<file path="config.mk">
export PLATFORM = sky130hd
export DESIGN_NAME = mux_rr_scheduler
export DESIGN_NICKNAME = d
export VERILOG_FILES = /design/src/rtl/mux_rr_scheduler.sv
export SDC_FILE = /design/constraint.sdc
export NUM_CORES = 1
export LEC_CHECK = 0
export BUFFER_PORTS_ARGS = -buffer_cell sky130_fd_sc_hd__buf_2
export CORE_ASPECT_RATIO = 1.2
export CORE_MARGIN = 2
export CORE_UTILIZATION = 45
export CTS_CLUSTER_SIZE = 30
export DETAILED_ROUTE_END_ITERATION = 12
export PLACE_DENSITY = 0.7
export SKIP_LAST_GASP = 1
export SYNTH_ARGS = -nofsm -noshare
export SYNTH_HDL_FRONTEND = slang
export SYNTH_SLANG_ARGS = --single-unit
</file>
<file path="constraint.sdc">
create_clock -name clk -period 4.6 [get_ports clk]
set_clock_uncertainty 0.1 [all_clocks]
set_input_delay 0.69 -clock clk [delete_from_list [all_inputs] [get_ports clk]]
set_output_delay 0.69 -clock clk [all_outputs]
set_load 0.1 [all_outputs]
</file>
<file path="src/rtl/mux_rr_scheduler.sv">
// Round-robin scheduler for the shared 3-input datapath mux: drives the mux select,
// holds grants for bursts of up to BURST beats and registers the muxed beat into a
// one-entry valid/ready output stage.
module mux_rr_scheduler #(
  parameter int WIDTH = 2,
  parameter int BURST = 4
) (
  input  logic             clk,
  input  logic             rst,
  input  logic [2:0]       req,
  input  logic [WIDTH-1:0] I1,
  input  logic [WIDTH-1:0] I2,
  input  logic [WIDTH-1:0] I3,
  output logic [2:0]       ack,
  output logic [1:0]       sel,
  output logic             out_valid,
  input  logic             out_ready,
  output logic [WIDTH-1:0] out_data,
  output logic [1:0]       out_src
);

  localparam int CW = $clog2(BURST + 1);

  typedef enum logic {IDLE, GRANT} state_t;

  state_t           state;
  logic [1:0]       ptr;
  logic [CW-1:0]    cnt;
  logic [CW-1:0]    cnt_nx;
  logic [1:0]       pick;
  logic             found;
  logic             xfer;
  logic [WIDTH-1:0] mux_data;

  always_comb begin
    case (sel)
      2'b00:   mux_data = I1;
      2'b01:   mux_data = I2;
      default: mux_data = I3;
    endcase
  end

  // First requester at or after the pointer, wrapping 0->1->2->0.
  always_comb begin
    found = 1'b0;
    pick  = ptr;
    for (int unsigned i = 0; i < 3; i++) begin
      int unsigned k;
      k = (32'(ptr) + i) % 3;
      if (!found && req[2'(k)]) begin
        found = 1'b1;
        pick  = 2'(k);
      end
    end
  end

  assign xfer   = (state == GRANT) && req[sel] && (!out_valid || out_ready);
  assign cnt_nx = cnt + 1'b1;
  assign ack    = (xfer && !rst) ? (3'b001 << sel) : '0;

  always_ff @(posedge clk) begin
    if (rst) begin
      state     <= IDLE;
      ptr       <= '0;
      cnt       <= '0;
      sel       <= '0;
      out_valid <= 1'b0;
      out_data  <= '0;
      out_src   <= '0;
    end else begin
      if (xfer) begin
        out_data  <= mux_data;
        out_src   <= sel;
        out_valid <= 1'b1;
      end else if (out_ready) begin
        out_valid <= 1'b0;
      end

      case (state)
        IDLE: begin
          if (found) begin
            sel   <= pick;
            state <= GRANT;
          end
        end
        GRANT: begin
          if (xfer) cnt <= cnt_nx;
          // Release overrides the increment so the next grant starts from zero.
          if ((xfer && cnt_nx == CW'(BURST)) || !req[sel]) begin
            ptr   <= (sel == 2'd2) ? 2'd0 : sel + 2'd1;
            cnt   <= '0;
            state <= IDLE;
          end
        end
        default: state <= IDLE;
      endcase
    end
  end

endmodule

</file>
==> reports/summary.txt, run 1 <==
status = finished clean
# nets final = 137
RSZ-0062 raised after global routing = false
hold path depth = 2
clk buf depth = 2
DIE WIDTH = 43.0 um
Post-Route Setup TNS = 0 ns
syn_area_per_cell = 8.54 um2
Post-route DRC = 0
complex-gate fraction of the synthesized area = 15.9%
Synth Area in XOR/XNOR = 1.07%
count of different cell masters after synthesis = 28
Setup crit end kind = output pin
First DRT Iteration DRCs = 15
crit-path max FO = 13
WP data required = 3.81 ns
Fin. Hold Viols = 0
vias in the first global route = 732
IO buf count = 21
CP startpoint kind = register
placed instance area = 935 um2
worst hold start = cnt[2]
design area = 961 um2
die height = 50.8 um
FF+latch count, synth = 13
# Post-CTS Setup Buffers = 0
WP data arrival = 2.51 ns
Post-Syn Area = 820 um2
WL met2 = 960 um
Yosys top cell by area = dfxtp_1
simple-gate share of the synthesized area = 22.1%
Starting Density = 48.7%
Seq/Total Area, Yosys = 31.8%
max layer used = met3
Core ar. = 1680 um2
GRT Total Usage = 17.9%
TritonCTS clock tree = built
Setup WS pre-CTS = 1.51 ns
top post-synthesis cells by area = dfxtp_1, mux2i_1, ha_1
final period utilization = 71.7%
metal1 wirelength = 777 um
WL final = 1810 um
count of pins over their slew limit = 0
area occupied by multi-input gates = 532 um2
clock slew at reported path FFs = 0.08 ns
reg2reg path depth = 6
share of layout cells above drive strength 1 = 24.6%
full die area = 2180 um2
Gate Count Post-Synth = 96
I/O pin count = 22
DRT antenna net count = 0
maximum vdd drop = 0.000204 V
hold-fix buffer count after cts = 0
kind of critical path = register to output pin
gr ovfl total = 0
top-area cell type share of the netlist area = 31.8%
f_max = 0.303 GHz
r2r setup slk = 2.56 ns
fin worst setup slack = 1.30 ns
initial antenna violation count = 0
latest clock arrival within the worst-skew pair = 0.27 ns
CTS resizes = 0
htree depth = 1
CTS sink cnt = 13
via density per instance = 5.52
largest family of logic cells by synthesized area = simple AND/OR/NAND/NOR gates
worst slew pin tran = 0.470 ns
area grow syn2layout = 17.3%
Leakage = 0.429 nW
PD cells = 457 nW/um2
Setup Viol. Count Final = 0
area share of fa/ha/maj cells after synthesis = 9.16%
first-pass GRT wire length = 3040 um
DR WL/cell = 13.3 um
fin crit period = 3.30 ns
hold crit path type = register to register
headroom to the max-slew limit = 68.4%
R2R Path Start = ptr[0]
Root Buffer = clkbuf_4
largest net degree at the start of global routing = 15
Finished Core Util = 57.1%
DR WL met3 = 69 um
number of diodes = 0
Num CTS Buffers = 3
RePlAce Congestion = 0.877
yosys warns = 0
max-cap violation count = 0
DRT Pass-1 Iters = 5
Site Rows = 16
FF/Latch Area = 260 um2
mux contribution to synthesized area = 15.9%
Filler Cell Count = 168
R2R Path End = sel[1]
hold-critical path endpoint = cnt[2]
detailed placer's ending HPWL = 1410 um
via count = 751
post-synth net total = 114
-- where the power goes --
| group | switching (mW) | total [mW] | internal, mW |
|---|---|---|---|
| sequential | 0.0239 | 0.153 | 0.129 |
| clock | 0.0374 | 0.0710 | 0.0336 |
| combinational | 0.148 | 0.216 | 0.0672 |
-- final cells by class --
cell class,count,area share [%]
well taps,18,2.34
clock buffers,4,2.73
flip-flops and latches,13,27.1
repair buffers,21,10.9
inverters,4,1.56
multi-input cells,76,55.3
-- worst max-delay path by stage --
| stage | start | to | slack, ns |
|---|---|---|---|
| floorplan | sel[0] | ack[2] | -0.25 |
| global placement | req[0] | ack[2] | 1.61 |
| detailed placement | req[0] | ack[2] | 1.51 |
| CTS | sel[1] | ack[2] | 1.26 |
| global route | sel[1] | ack[2] | 1.07 |
| finish | sel[1] | ack[2] | 1.30 |
-- sequential cells by signal (all words and copies together) (netlist names) --
name,count
out_src,2
sel,2
out_data,2
cnt,3
state,1
out_valid,1
ptr,2
-- cell usage in the layout (no fill, tap or decap), drive strengths merged, types with 3 or more instances in the layout --
| cell | Yosys | layout |
|---|---|---|
| a21oi | 5 | 5 |
| buf | 1 | 21 |
| clkbuf | 2 | 4 |
| dfxtp | 13 | 13 |
| ha | 6 | 6 |
| inv | 4 | 4 |
| mux2i | 13 | 13 |
| nand2 | 10 | 10 |
| nor2 | 13 | 13 |
| nor3 | 3 | 3 |
| o21ai | 5 | 5 |
-- synthesized netlist by cell type --
library cell and instances:
o21ai_2 1, nor2_1 13, o31ai_1 1, buf_6 1, o21ai_0 4, ha_1 6, nor3_1 3, a2bb2oi_2 1
dfxtp_1 13, nand2b_1 2, o21ba_2 1, inv_1 4, a21oi_1 5, xor2_1 1, or4_1 1, o22ai_1 1
o2bb2ai_1 1, nand2_1 10, nand3b_1 2, nor4_1 1, clkbuf_1 2, o32ai_1 1, nor3b_1 2, mux2i_1 13
or2_2 1, nor2b_1 2, a32o_1 2, nand3_1 1
-- kinds of logic (layout without fill, tap and decap cells) --
logic type | after synthesis | in the layout
flip-flops | 13 | 13
multiplexers | 13 | 13
AO/OA/AOI/OAI | 18 | 18
buffers and inverters | 7 | 29
AND/OR/NAND/NOR | 38 | 38
XOR/XNOR | 1 | 1
adder cells (fa/ha/maj) | 6 | 6
-- metrics by stage --
stage / cells / power, mW / hold WS, ns
final: 136 / 0.439 / 0.365
after CTS: 136 / 0.442 / 0.372
after detailed placement: 132 / 0.371 / 0.361
after floorplan: 96 / 0.334 / 0.332
after global routing: 136 / 0.465 / 0.388
after global placement: 132 / 0.364 / 0.342
-- critical path: stages, from the launching register on --
cell and delay (ns):
dfxtp_1 0.60, nor2b_1 0.34, o2bb2ai_1 0.20, nand3_1 0.35, nor3b_1 0.29, buf_2 0.46
-- routing by layer --
layer | track usage, % | vias to the layer above
met5 | 0 | -
met4 | 2.02 | 0
met3 | 5.40 | 0
met2 | 33.6 | 10
met1 | 20.0 | 359
li1 | - | 382
Power figures use the tool's default switching activity.
==> inputs of run 2 (changes only) <==
- PLACE_DENSITY: 0.7 -> 0.73
- clock period: 4.6 -> 2.9 ns (I/O delays scaled with it)
==> run 2 against run 1 <==
Routed wire length decreased by 2.7%; clock power increased by 61%; sequential power grew 63%; register-to-register slack lost 1.7 ns; sequential share of layout area down 0.79 points; via count fell by 1.2%; die area stayed put; power up 63%; largest cell class unchanged; worst hold slack got worse by 0.0044 ns.
==> reports/summary.txt, run 2 (synthesis gave the netlist of run 1 again) <==
R2R Path Start = ptr[0] (unchanged)
commonest cells after routing, fill and taps aside = buf_2, mux2i_1, nor2_1 (was buf_2, mux2i_1, nor2_1, dfxtp_1, nand2_1)
Post-route DRC = 0 (unchanged)
largest net degree at the start of global routing = 15 (unchanged)
share of layout cells above drive strength 1 = 29.7% (was 24.6%)
WP data required = 2.37 ns (was 3.81 ns)
CTS sink cnt = 13 (unchanged)
vias in the first global route = 725 (was 732)
fin cells = 136 (unchanged)
RSZ-0062 raised after global routing = false (unchanged)
sequential fraction of design power = 34.7% (was 34.8%)
DRT antenna net count = 0 (unchanged)
worst hold start = cnt[2] (unchanged)
Num CTS Buffers = 3 (unchanged)
WL final = 1760 um (was 1810 um)
Setup Viol. Count Final = 0 (unchanged)
die height = 50.8 um (unchanged)
Core ar. = 1680 um2 (unchanged)
number of diodes = 0 (unchanged)
crit-path max cell delay = 0.46 ns (was 0.60 ns)
worst slew pin tran = 0.491 ns (was 0.470 ns)
clk buf depth = 2 (unchanged)
crit-path max FO = 13 (unchanged)
count of pins over their slew limit = 0 (unchanged)
DRT Pass-1 Iters = 4 (was 5)
# Post-CTS Setup Buffers = 0 (unchanged)
IO buf count = 21 (unchanged)
max-cap violation count = 0 (unchanged)
latest clock arrival within the worst-skew pair = 0.28 ns (was 0.27 ns)
Net Switching = 0.342 mW (was 0.210 mW)
Sw Share = 47.7% (about the same)
CP startpoint kind = register (unchanged)
Starting Density = 48.7% (unchanged)
clock share of power = 15.9% (was 16.2%)
Fin. Hold Viols = 0 (unchanged)
via density per instance = 5.46 (was 5.52)
kind of critical path = register to output pin (unchanged)
r2r setup slk = 0.87 ns (was 2.56 ns)
max reg flops = 3 (unchanged)
detailed placer's ending HPWL = 1380 um (was 1410 um)
Setup crit end kind = output pin (unchanged)
Post-Route Setup TNS = 0 ns (unchanged)
Largest Register = cnt (unchanged)
TritonCTS clock tree = built (unchanged)
I/O pin count = 22 (unchanged)
Cell Int Power = 0.376 mW (was 0.230 mW)
PD cells = 705 nW/um2 (was 457 nW/um2)
htree depth = 1 (unchanged)
Filler Cell Count = 169 (was 168)
f_max = 0.378 GHz
final period utilization = 91.1%
DIE WIDTH = 43.0 um (unchanged)
initial antenna violation count = 0 (unchanged)
gr ovfl total = 0 (unchanged)
status = finished clean (unchanged)
Crit path max-delay family = simple AND/OR/NAND/NOR gates (unchanged)
placed cells = 132 (unchanged)
# nets final = 137 (unchanged)
reg2reg path depth = 6 (unchanged)
hold-critical path endpoint = cnt[2] (unchanged)
hold crit path type = register to register (unchanged)
clock slew at reported path FFs = 0.08 ns (about the same)
first-pass GRT wire length = 2930 um (was 3040 um)
maximum vdd drop = 0.000406 V (was 0.000204 V)
hold-fix buffer count after cts = 0 (unchanged)
slowest cell on the critical path = buf_2 (was dfxtp_1)
GRT Total Usage = 17.3% (was 17.9%)
area grow syn2layout = 24.3% (was 17.3%)
full die area = 2180 um2 (unchanged)
CTS resizes = 0 (unchanged)
Bufs and invs on worst path = 1 (unchanged)
RePlAce Congestion = 0.857 (was 0.877)
via count = 742 (was 751)
Site Rows = 16 (unchanged)
Root Buffer = clkbuf_4 (unchanged)
Leakage = 0.452 nW (was 0.429 nW)
DR WL/cell = 12.9 um (was 13.3 um)
Gate power share = 49.4% (was 49.0%)
R2R Path End = sel[1] (unchanged)
hold path depth = 2 (unchanged)
WP data arrival = 2.11 ns (was 2.51 ns)
fin crit period = 2.64 ns
commonest non-fill, non-tap cell in the layout = buf_2 (unchanged)
headroom to the max-slew limit = 67.5% (was 68.4%)
First DRT Iteration DRCs = 10 (was 15)
crit-path cells = nor2b_1, o2bb2ai_2, nand3_4, nor4_4, buf_2 (was nor2b_1, o2bb2ai_1, nand3_1, nor3b_1, buf_2)
run 2: cell counts in the layout (fill, tap and decap cells not counted):
No cell type changed its count.
run 2: metrics by stage:
stage | utilization [%] | total power [mW] | hold slack (ns) | worst slack, ns | area (um2)
final | 60.6 | 0.718 | 0.361 | 0.257 | 1020
after CTS | 60.6 | 0.722 | 0.366 | 0.251 | 1020
after global placement | 59.0 | 0.602 | 0.339 | 0.560 | 992
after floorplan | - | 0.554 | 0.332 | 0.0539 | 883
after global routing | 60.6 | 0.762 | 0.413 | 0.155 | 1020
after detailed placement | 59.0 | 0.609 | 0.355 | 0.520 | 992
run 2: worst max path at each step:
stage,startpoint,endpoint,cells after the start
floorplan,sel[0],ack[0],5
global placement,req[0],ack[0],6
detailed placement,req[0],ack[0],6
CTS,sel[1],ack[0],5
global route,sel[1],ack[0],5
finish,sel[1],ack[0],5
run 2: power by group through the flow:
stage | clock (mW) | sequential, mW | combinational (mW)
final | 0.114 | 0.249 | 0.355
after global routing | 0.126 | 0.256 | 0.380
after CTS | 0.117 | 0.250 | 0.355
after detailed placement | 0 | 0.255 | 0.354
after global placement | 0 | 0.253 | 0.350
after floorplan | 0 | 0.330 | 0.224
run 2: tightest hold or removal path: cells and delay by family (launching register included):
| kind | cells | cell delay (ns) |
|---|---|---|
| and+or+nand+nor | 1 | 0.05 |
| AOI/OAI and AO/OA | 1 | 0.05 |
| DFF | 1 | 0.32 |
run 2: area by class of cell:
cell class / instances / area (um2) / area share [%]
flip-flops and latches: 13 / 268 / 26.3
well taps: 18 / 22.5 / 2.21
clock buffers: 4 / 26.3 / 2.58
multi-input cells: 76 / 582 / 57.1
repair buffers: 21 / 105 / 10.3
inverters: 4 / 15.0 / 1.47
run 2: layer usage:
| metal | track usage (%) | routed length, um |
|---|---|---|
| met1 | 19.4 | 799 |
| met4 | 6.57 | 14 |
| met2 | 31.3 | 898 |
| met3 | 3.60 | 46 |
| met5 | 0 | 0 |
